### config.mk
export PLATFORM = sky130hd
export DESIGN_NAME = bram2_port_arbiter
export DESIGN_NICKNAME = d
export VERILOG_FILES = /design/src/rtl/bram2_port_arbiter.sv
export SDC_FILE = /design/constraint.sdc
export NUM_CORES = 1
export LEC_CHECK = 0
export BUFFER_PORTS_ARGS = -buffer_cell sky130_fd_sc_hd__buf_2
export CAP_MARGIN = 20
export CORE_MARGIN = 1.5
export CORE_UTILIZATION = 50
export CTS_CLUSTER_DIAMETER = 50
export DETAILED_ROUTE_END_ITERATION = 12
export GPL_ROUTABILITY_DRIVEN = 0
export PLACE_DENSITY = 0.75
export SLEW_MARGIN = 0
export SYNTH_ARGS = -nofsm -noshare
export SYNTH_HDL_FRONTEND = slang
export SYNTH_SLANG_ARGS = --single-unit
### constraint.sdc
create_clock -name CLK -period 2.9 [get_ports CLK]
set_clock_uncertainty 0.2 [all_clocks]
set_input_delay 0.435 -clock CLK [delete_from_list [all_inputs] [get_ports CLK]]
set_output_delay 0.435 -clock CLK [all_outputs]
set_load 0.02 [all_outputs]
### src/rtl/bram2_port_arbiter.sv
// bram2_port_arbiter: round-robin sharing of one BRAM2 port between two requesters,
// steering read data back through credit-protected per-requester response FIFOs.
module bram2_port_arbiter #(
  parameter int PIPELINED  = 0,
  parameter int ADDR_WIDTH = 1,
  parameter int DATA_WIDTH = 1,
  parameter int RSP_DEPTH  = 2
) (
  input  logic                  CLK,
  input  logic                  RST,
  input  logic                  req0_valid,
  output logic                  req0_ready,
  input  logic                  req0_write,
  input  logic [ADDR_WIDTH-1:0] req0_addr,
  input  logic [DATA_WIDTH-1:0] req0_wdata,
  output logic                  rsp0_valid,
  input  logic                  rsp0_ready,
  output logic [DATA_WIDTH-1:0] rsp0_rdata,
  input  logic                  req1_valid,
  output logic                  req1_ready,
  input  logic                  req1_write,
  input  logic [ADDR_WIDTH-1:0] req1_addr,
  input  logic [DATA_WIDTH-1:0] req1_wdata,
  output logic                  rsp1_valid,
  input  logic                  rsp1_ready,
  output logic [DATA_WIDTH-1:0] rsp1_rdata,
  output logic                  bram_en,
  output logic                  bram_we,
  output logic [ADDR_WIDTH-1:0] bram_addr,
  output logic [DATA_WIDTH-1:0] bram_din,
  input  logic [DATA_WIDTH-1:0] bram_dout
);
  localparam int LAT = 1 + PIPELINED;
  localparam int CW  = $clog2(RSP_DEPTH + 1);
  localparam int PW  = RSP_DEPTH > 1 ? $clog2(RSP_DEPTH) : 1;
  logic [1:0] req_valid, req_write, rsp_ready, rsp_valid, elig, grant, rd_acc, push, pop;
  logic [ADDR_WIDTH-1:0] req_addr [2];
  logic [DATA_WIDTH-1:0] req_wdata [2];
  logic [DATA_WIDTH-1:0] rsp_rdata [2];
  logic ptr;
  logic [LAT-1:0] tag_v, tag_id;
  assign req_valid    = {req1_valid, req0_valid};
  assign req_write    = {req1_write, req0_write};
  assign rsp_ready    = {rsp1_ready, rsp0_ready};
  assign req_addr[0]  = req0_addr;
  assign req_addr[1]  = req1_addr;
  assign req_wdata[0] = req0_wdata;
  assign req_wdata[1] = req1_wdata;
  // ptr names the requester that wins when both are eligible
  assign grant[0] = !RST && elig[0] && (!elig[1] || !ptr);
  assign grant[1] = !RST && elig[1] && (!elig[0] || ptr);
  assign rd_acc   = grant & ~req_write;
  assign push     = {tag_v[LAT-1] & tag_id[LAT-1], tag_v[LAT-1] & ~tag_id[LAT-1]};
  assign pop      = rsp_valid & rsp_ready;
  assign req0_ready = grant[0];
  assign req1_ready = grant[1];
  assign rsp0_valid = rsp_valid[0];
  assign rsp1_valid = rsp_valid[1];
  assign rsp0_rdata = rsp_rdata[0];
  assign rsp1_rdata = rsp_rdata[1];
  assign bram_en   = |grant;
  assign bram_we   = |(grant & req_write);
  assign bram_addr = grant[1] ? req_addr[1] : grant[0] ? req_addr[0] : '0;
  assign bram_din  = grant[1] ? req_wdata[1] : grant[0] ? req_wdata[0] : '0;
  // Tag shift register: bit 0 is the newest accept, bit LAT-1 lines up with valid bram_dout
  always_ff @(posedge CLK or posedge RST)
    if (RST) begin
      ptr    <= 1'b0;
      tag_v  <= '0;
      tag_id <= '0;
    end else begin
      if (|grant) ptr <= grant[0];
      tag_v  <= LAT'({tag_v, |rd_acc});
      tag_id <= LAT'({tag_id, rd_acc[1]});
    end
  for (genvar i = 0; i < 2; i++) begin : g_rsp
    logic [DATA_WIDTH-1:0] mem [RSP_DEPTH];
    logic [PW-1:0] wp, rp;
    logic [CW-1:0] cnt, credit;
    assign elig[i]      = req_valid[i] && (req_write[i] || credit != '0);
    assign rsp_valid[i] = cnt != '0;
    assign rsp_rdata[i] = mem[rp];
    always_ff @(posedge CLK)
      if (push[i]) mem[wp] <= bram_dout;
    // credit + in-flight + occupancy stays at RSP_DEPTH, so a push always finds room
    always_ff @(posedge CLK or posedge RST)
      if (RST) begin
        wp     <= '0;
        rp     <= '0;
        cnt    <= '0;
        credit <= CW'(RSP_DEPTH);
      end else begin
        if (push[i]) wp <= wp == PW'(RSP_DEPTH - 1) ? '0 : wp + 1'b1;
        if (pop[i]) rp <= rp == PW'(RSP_DEPTH - 1) ? '0 : rp + 1'b1;
        cnt    <= cnt + CW'(push[i]) - CW'(pop[i]);
        credit <= credit + CW'(pop[i]) - CW'(rd_acc[i]);
      end
  end
endmodule

== Yosys cells after proc, flatten, opt, wreduce, memory -nomap -nowiden ==
Memories as Yosys holds them, arrays and structs flattened.
Cells that the tools add are included.

* $add $sub $neg: 12
* $mul: 0
* Div/mod/pow operators: 0
* Order comparisons: 0
* Eq/ne operators: 0
* Shift-type cells: 0
* Mux-type cells: 12
* Bitwise logic cells: 7
* Reduce and logical (&&, ||, !) cells: 21

{| class="wikitable"
|+ Operators by type and width
! cell !! number
|-
| $mux 1 || 12
|-
| $add 2x1->2 || 4
|-
| $reduce_bool 2->1 || 4
|-
| $sub 2x1->2 || 4
|-
| $and 2x2->2 || 3
|-
| $logic_and 1x1->1 || 6
|-
| $reduce_or 2->1 || 3
|-
| $add 1x1->1 const B || 4
|-
| $logic_not 1->1 || 4
|-
| $logic_or 1x1->1 || 4
|-
| $and 1x1->1 || 2
|-
| $not 2->2 || 1
|-
| $not 1->1 || 1
|}

* Flip-flop bits (word level): 15
* Latch bits: 0
* Memory bits (writable): 4
* Memory bits (read-only): 0
* Input port bits: 13
* Output and inout port bits: 10
* Memories: 2

{| class="wikitable"
|+ Memories
! memory !! depth !! bits a word !! rd ports !! clocked after Yosys merged registers in !! wr ports !! line !! source
|-
| g_rsp[0].mem || 2 || 1 || 1 || 0 || 1 || 77 || <nowiki>logic [DATA_WIDTH-1:0] mem [RSP_DEPTH];</nowiki>
|-
| g_rsp[1].mem || 2 || 1 || 1 || 0 || 1 || 77 ||
|}

== Depth between registers and ports, before layout ==
Gate-level depths: netlist of the first run.

* Depth after elaboration: 8
* Gate-level depth with buffers: 8
* Gate-level depth less buffers: 8

== Worst setup path before layout of the first run ==
OpenSTA, ideal clock, no wires.

* Kind: reg2reg
* Start: register g_rsp[1].credit[0]
* End: register g_rsp[1].credit[1]
* Library setup time: 0.075 ns
* Data arrival time: 1.786 ns
* Slack: 0.839 ns
* Stages on the path, launching flop included: 9
* Buffers on the path: 0
* Clock period less this slack: 2.061 ns
* Cells stage by stage: dfrtp_1 > o31ai_1 > o21bai_1 > nor3_1 > ha_1 > inv_1 > ha_1 > xnor2_1 > xnor2_1

* Longest elaborated chain between the ends: 7
* Elaborated cells on any way between the ends: 8
* Classes of those cells: 2 x add/sub; 1 x bitwise; 5 x reduce/logical

{| class="wikitable"
|+ Ends and longest elaborated chain
! what !! line !! source
|-
| from (decl) || 79 || <nowiki>logic [CW-1:0] cnt, credit;</nowiki>
|-
| from (signal assigned) || 91 || <nowiki>credit <= CW'(RSP_DEPTH);</nowiki>
|-
| from (signal assigned) || 96 || <nowiki>credit <= credit + CW'(pop[i]) - CW'(rd_acc[i]);</nowiki>
|-
| $reduce_bool 2->1 || 80 || <nowiki>assign elig[i] = req_valid[i] && (req_write[i] || credit != '0);</nowiki>
|-
| $logic_or 1x1->1 || 80 ||
|-
| $logic_and 1x1->1 || 80 ||
|-
| $logic_and 1x1->1 (2 in series) || 51 || <nowiki>assign grant[1] = !RST && elig[1] && (!elig[0] || ptr);</nowiki>
|-
| $and 2x2->2 || 52 || <nowiki>assign rd_acc = grant & ~req_write;</nowiki>
|-
| net rd_acc[1] || 36 || <nowiki>logic [1:0] req_valid, req_write, rsp_ready, rsp_valid, elig, grant, rd_acc, push, pop;</nowiki>
|-
| $sub 2x1->2 || 96 ||
|}

The timed path passes the listed nets, and every way through them passes these cells.
A chain may end at the register's enable or synchronous reset.

== Worst setup path after layout of the first run ==
* Start: register g_rsp[1].credit[0]
* End: output port bram_addr

* Longest elaborated chain between the ends: 8
* Elaborated cells on any way between the ends: 10
* Classes of those cells: 2 x mux; 8 x reduce/logical

{| class="wikitable"
|+ Ends and longest elaborated chain
! what !! line !! source
|-
| $reduce_bool 2->1 * || 80 ||
|-
| $logic_or 1x1->1 * || 80 ||
|-
| $logic_and 1x1->1 * || 80 ||
|-
| $logic_not 1->1 || 50 || <nowiki>assign grant[0] = !RST && elig[0] && (!elig[1] || !ptr);</nowiki>
|-
| $logic_or 1x1->1 || 50 ||
|-
| $logic_and 1x1->1 || 50 ||
|-
| $mux 1 || 63 || <nowiki>assign bram_addr = grant[1] ? req_addr[1] : grant[0] ? req_addr[0] : '0;</nowiki>
|-
| $mux 1 * || 63 ||
|-
| to (decl) || 29 || <nowiki>output logic [ADDR_WIDTH-1:0] bram_addr,</nowiki>
|}

Every way passes the cells marked *; elsewhere a longest branch is shown, timed or not.

==> results.toml, run 1 <==
[sta]
fmax_mhz = 435
report.final.setup_viol = 0
fin_tns_setup_ps = 0
timing_hold_violations_final = 0
slew_viol_final = 0
rsz0062_at_grt = "false"
worstMarginPinSlew_ps = 345
period_needed_ps = 2300
timing.hold.ws_ps = 43.5
slew_headroom_pct = 76.8
period_share_pct = 79.4

[clock_network]
cts-root-buf = "clkbuf_4"
ctsHoldBuffers = 0
cts-htree-levels = 1
cts_buffer_depth = 2
numClockSinks = 19
cts_tree = "done"
ctsResizeCount = 0
path_clk_slew_ps = 100
cts_buffers = 3
clk_latency_ps = 290
post_cts_buffers = 0

[floorplan]
start_util_pct = 52.7
die_area_um2 = 2350
die_w_um = 48.5
fp.dieH_um = 48.5
core-area_um2 = 1960
row_count = 16
io_pins = 23

[logic_synthesis]
synth_area_per_cell_um2 = 11.4
synth_area_um2 = 1030
yosys_most_used_dff = "dfrtp_1"
syn-num-nets = 112
synth_cell_type_count = 28
ys_seq_area_share_pct = 48.2
ys_seq_elements = 19
syn-instance-count = 91
async_flop_share_pct = 78.9
synth_edf_count = 4
synth_warnings = 0

[grt]
grt_busiest_layer = "met2"
grt_pass1_wl_um = 3180
grtUsageMet2_pct = 29.4
overflow = 0
met1_usage_pct = 22.3
grt_start_max_net_pins = 18
grt_use_met3_pct = 3.70
grt_pass1_vias = 720
grt_antenna_before_repair = 0
grt.total_usage_pct = 17.6

[worst_setup_path]
crit_arrival_ps = 1670
crit_path_start_kind = "register"
required_ps = 2270
crit_fanout = 4
r2r-start = "g_rsp[1].credit[0]"
worstSetupPathType = "reg -> out"
startpoint = "g_rsp[1].credit[0]"
endpoint_kind = "output port"

[pwr]
p_sw_mw = 0.388
power.density_nw_per_um2 = 852
power.leakage_nw = 0.588
clkPwrFrac_pct = 12.4
switching_share_pct = 37.8
internal_power_mw = 0.640
vdd_drop_max_mv = 0.534
p_comb_share_pct = 39.8
p_seq_share_pct = 47.8

[routing]
drtIter0Drc = 1
ant_nets = 0
dr_total_vias = 714
viasPerCell = 4.96
wl_per_cell_um = 12.1
dr.pass1.iters = 3
wirelength_um = 1740
drc_errors = 0

[cells_and_area]
n_antenna_cell = 0
syn2layout_area_growth_pct = 16.8
drive_above_1_share_pct = 31.6
post-route-cell-area_um2 = 1210
nFillCells = 178
nNetsFinal = 139

[run_status]
status = "finished clean"

[place]
hpwlAfterDp_um = 1400
dpl-instance-area_um2 = 1180
portBuffers = 22

[min_path]
hold_path_class = "in -> async"

[run]
maxCapViolCount = 0
-- sequential cells by signal, summed over array words and instances (netlist names) --
signal,count
tag_id,1
g_rsp.credit,4
g_rsp.mem,4
ptr,1
g_rsp.rp,2
g_rsp.cnt,4
g_rsp.wp,2
tag_v,1
-- cells in the final DEF, fill, tap and decap left out, types with 2 or more instances in the layout --
| master | n |
|---|---|
| buf_2 | 22 |
| inv_1 | 15 |
| dfrtp_1 | 13 |
| xnor2_1 | 10 |
| ha_1 | 8 |
| nor2_1 | 6 |
| nand2_1 | 4 |
| edfxtp_1 | 4 |
| and2_1 | 3 |
| clkbuf_4 | 3 |
| o31ai_1 | 2 |
| or2_2 | 2 |
| nor3_1 | 2 |
| mux2_2 | 2 |
| a211oi_2 | 2 |
| o32ai_1 | 2 |
| xor2_1 | 2 |
| dfstp_2 | 2 |
-- critical path, cell delays in order (launching register included) --
cell,delay [ps]
dfrtp_1,450
o31ai_1,380
o21bai_1,230
o32ai_1,140
buf_2,180
-- power by group through the flow --
stage,combinational [mW],sequential [mW],clock (mW)
global placement,0.393,0.489,0
detailed placement,0.415,0.498,0
global route,0.468,0.504,0.148
CTS,0.420,0.492,0.133
finish,0.409,0.492,0.128
floorplan,0.324,0.473,0
-- cells in the mapped netlist, types with 2 or more instances --
cell type,instances,area share [%]
inv_1,15,5.4
edfxtp_1,4,12
o31ai_1,2,1.5
ha_1,8,9.7
or2_2,2,1.2
nor3_1,2,0.97
nor2_1,6,2.2
and2_1,3,1.8
xnor2_1,10,8.5
o32ai_1,2,1.7
dfstp_2,2,5.1
xor2_1,2,1.7
a211oi_2,2,2.4
dfrtp_1,13,31
nand2_1,4,1.5
mux2_2,2,2.2
-- routing by layer --
layer	wire length [um]	part of all wire, %
met4	19	1.1
met3	35	2.0
met5	0	0
met1	801	46
met2	880	51
-- final timing paths --
check | slack, ps | to | cells after the start
worst max-delay path | 600 | bram_addr | 4
worst min-delay path | 40 | g_rsp[1].credit[0] | 3
worst max register to register | 660 | g_rsp[1].credit[1] | 8
worst min register to register | 280 | g_rsp[1].cnt[1] | 1
max in group asynchronous | 2210 | g_rsp[0].credit[1] | 3
min in group CLK | 180 | g_rsp[1].mem[0] | 1
-- cell type report --
cell class	instances	area, um^2	area share, %
sequential	19	498	41.2
multi-input combinational	56	475	39.4
timing repair buffer	23	118	9.74
inverter	15	56.3	4.66
tap	27	33.8	2.80
clock buffer	4	26.3	2.18
-- through the flow --
step / worst slack (ps) / total power [mW] / util, % / instances
6_report: 599 / 1.03 / 61.5 / 144
3_3_place_gp: 650 / 0.882 / 60.2 / 140
2_1_floorplan: 839 / 0.797 / - / 91
3_5_place_dp: 557 / 0.914 / 60.2 / 140
4_1_cts: 590 / 1.05 / 61.5 / 144
5_1_grt: 452 / 1.12 / 61.5 / 144
-- cells by family after synthesis --
| logic type | Yosys count | synth area share (%) |
|---|---|---|
| compound gates | 14 | 14.3 |
| xor+xnor | 12 | 10.2 |
| fa+ha+maj | 8 | 9.69 |
| buf+inv | 16 | 5.81 |
| flops | 19 | 48.2 |
| mux | 2 | 2.18 |
| simple gates | 20 | 9.69 |
Note: power is estimated with default switching activity, not from simulation.
==> inputs of run 2 (changes only) <==
--- a/config.mk
+++ b/config.mk
@@ -8,11 +8,11 @@
 export BUFFER_PORTS_ARGS = -buffer_cell sky130_fd_sc_hd__buf_2
 export CAP_MARGIN = 20
 export CORE_MARGIN = 1.5
-export CORE_UTILIZATION = 50
+export CORE_UTILIZATION = 47
 export CTS_CLUSTER_DIAMETER = 50
 export DETAILED_ROUTE_END_ITERATION = 12
 export GPL_ROUTABILITY_DRIVEN = 0
-export PLACE_DENSITY = 0.75
+export PLACE_DENSITY = 0.74
 export SLEW_MARGIN = 0
 export SYNTH_ARGS = -nofsm -noshare
 export SYNTH_HDL_FRONTEND = slang
==> constraint.sdc (replaced) <==
create_clock -name CLK -period 2.04 [get_ports CLK]
set_clock_uncertainty 0.2 [all_clocks]
set_input_delay 0.306 -clock CLK [delete_from_list [all_inputs] [get_ports CLK]]
set_output_delay 0.306 -clock CLK [all_outputs]
set_load 0.02 [all_outputs]
==> run 2 against run 1 <==
- the run now ends with setup timing left
- via count up 13%
- wire length up 35%
- total power up 72%
- die area up 6.0%
- non-clock buffer count up 14
- sequential power up 43%
- combinational power up 110%
- sequential share of layout area down 7.3 points
- clock power up 56%
- first-iteration DRC count rose to 10 times the previous value
- final area up 22%
- critical path depth up 1
- critical endpoint is now bram_din
- largest cell class is now multi-input combinational cells
==> results.toml, run 2 (synthesis results as in run 1) <==
[run_status]
status = "finished, violations left"
violations = "setup timing"

[cells_and_area]
largestRegisters = "g_rsp.cnt: 4 flops, g_rsp.credit: 4 flops, g_rsp.mem: 4 flops"
nNetsFinal = 153
post-route-cell-area_um2 = 1470
final_cell_mix = "buf_4, buf_2, inv_1, dfrtp_1, xnor2_1"
fin_cells = 158
nFillCells = 137
multiInputGateArea_um2 = 593
drive_above_1_share_pct = 51.1
syn2layout_area_growth_pct = 42.3
seqCellArea_um2 = 499
n_antenna_cell = 0
final_common_cell = "buf_4"

[min_path]
hold_path_class = "in -> reg"

[floorplan]
die_w_um = 49.9
row_count = 16
fp.dieH_um = 49.9
start_util_pct = 51.1
die_area_um2 = 2490
core-area_um2 = 2020
io_pins = 23

[sta]
worstMarginPinSlew_ps = 304
fmax_mhz = 461
slew_headroom_pct = 79.7
layout_setup_ws_ps = -130
rsz0062_at_grt = "true"
timing_hold_violations_final = 0
period_needed_ps = 2170
period_share_pct = 106
report.final.setup_viol = 7
slew_viol_final = 0

[worst_setup_path]
crit_arrival_ps = 1660
startpoint = "g_rsp[1].credit[0]"
worstReg2RegEnd = "g_rsp[1].credit[1]"
crit_path_start_kind = "register"
reg2reg_depth = 8
crit_fanout = 4
crit_end = "bram_din"
endpoint_kind = "output port"
worstSetupPathType = "reg -> out"
r2r-start = "g_rsp[1].credit[1]"
required_ps = 1530
r2r_slack_ps = -50

[pwr]
power.leakage_nw = 0.686
vdd_drop_max_mv = 0.809
p_total_mw = 1.77
power.density_nw_per_um2 = 1200

[routing]
met2_length_um = 1250
drt-met1-wl_um = 910
routed.top_layer = "met4"
dr.pass1.iters = 4
wl_met3_um = 56
wirelength_um = 2350
dr_total_vias = 807
drc_errors = 0
drtIter0Drc = 10
wl_per_cell_um = 14.9
ant_nets = 0
viasPerCell = 5.11

[place]
hpwlAfterDp_um = 1440
portBuffers = 22
dp_cells = 148
dpl-instance-area_um2 = 1250

[grt]
overflow = 0
grt_pass1_vias = 801
grt_start_max_net_pins = 16
grt.total_usage_pct = 19.9
grt_pass1_wl_um = 3630
grt_antenna_before_repair = 0

[clock_network]
numClockSinks = 19
cts-htree-levels = 1
cts_tree = "done"
cts-root-buf = "clkbuf_4"
cts_buffer_depth = 2
clk_latency_ps = 300
cts_buffers = 3
path_clk_slew_ps = 120

[run]
maxCapViolCount = 0
[run 2: per-layer routing]
metal	vias to the layer above	global-route usage (%)
li1	385	-
met1	391	24.4
met2	19	32.4
met3	12	2.73
met4	0	13.4
met5	-	0
[run 2: report_power, final]
group | switching (mW) | internal [mW] | leakage, nW | total [mW]
clock network | 0.125 | 0.0745 | 0.0139 | 0.200
registers | 0.152 | 0.554 | 0.213 | 0.706
logic | 0.407 | 0.458 | 0.459 | 0.865
total | 0.685 | 1.09 | 0.686 | 1.77
[run 2: worst min-delay path by stage]
stage	cells past startpoint	slack, ps	start	end
6_report	1	30	bram_dout	g_rsp[1].mem[1]
3_3_place_gp	1	250	g_rsp[0].cnt[1]	g_rsp[0].cnt[1]
5_1_grt	1	20	bram_dout	g_rsp[1].mem[1]
4_1_cts	1	20	bram_dout	g_rsp[1].mem[1]
2_1_floorplan	1	20	RST	g_rsp[0].cnt[0]
3_5_place_dp	1	260	g_rsp[0].cnt[1]	g_rsp[0].cnt[1]
[run 2: metrics by stage]
stage          util [%]  setup slack [ps]  TNS, ps  hold slack (ps)
6_report           72.7              -130     -544             25.6
5_1_grt            72.7              -177    -1110             21.3
4_1_cts            67.2             -92.5     -372             19.4
3_5_place_dp       61.6             -58.5    -79.6              261
3_3_place_gp       61.6              1.75        0              253
2_1_floorplan         -              14.8        0             22.4
[run 2: critical path, cell delays in order, from the launching register on]
cell      delay [ps]
dfrtp_2          470
o311ai_4         280
nand2b_4          90
buf_6            130
o32ai_4          220
buf_6            160
[run 2: area by class of cell]
type	count	area share, %
Clock buffer	3	1.53
Clock inverter	1	0.511
Inverter	15	3.83
Multi-Input combinational cell	56	40.3
Sequential cell	19	34.0
Tap cell	27	2.30
Timing Repair Buffer	37	17.5
[run 2: timing repair]
| item | in CTS | in global routing |
|---|---|---|
| hold buffers | 1 | 0 |
| gates resized for setup | 12 | 21 |
| pin swaps | 4 | 5 |
| endpoints found under the setup margin | 7 | 11 |
| setup buffers | 3 | 2 |
| endpoints found under the hold margin | 13 | 0 |
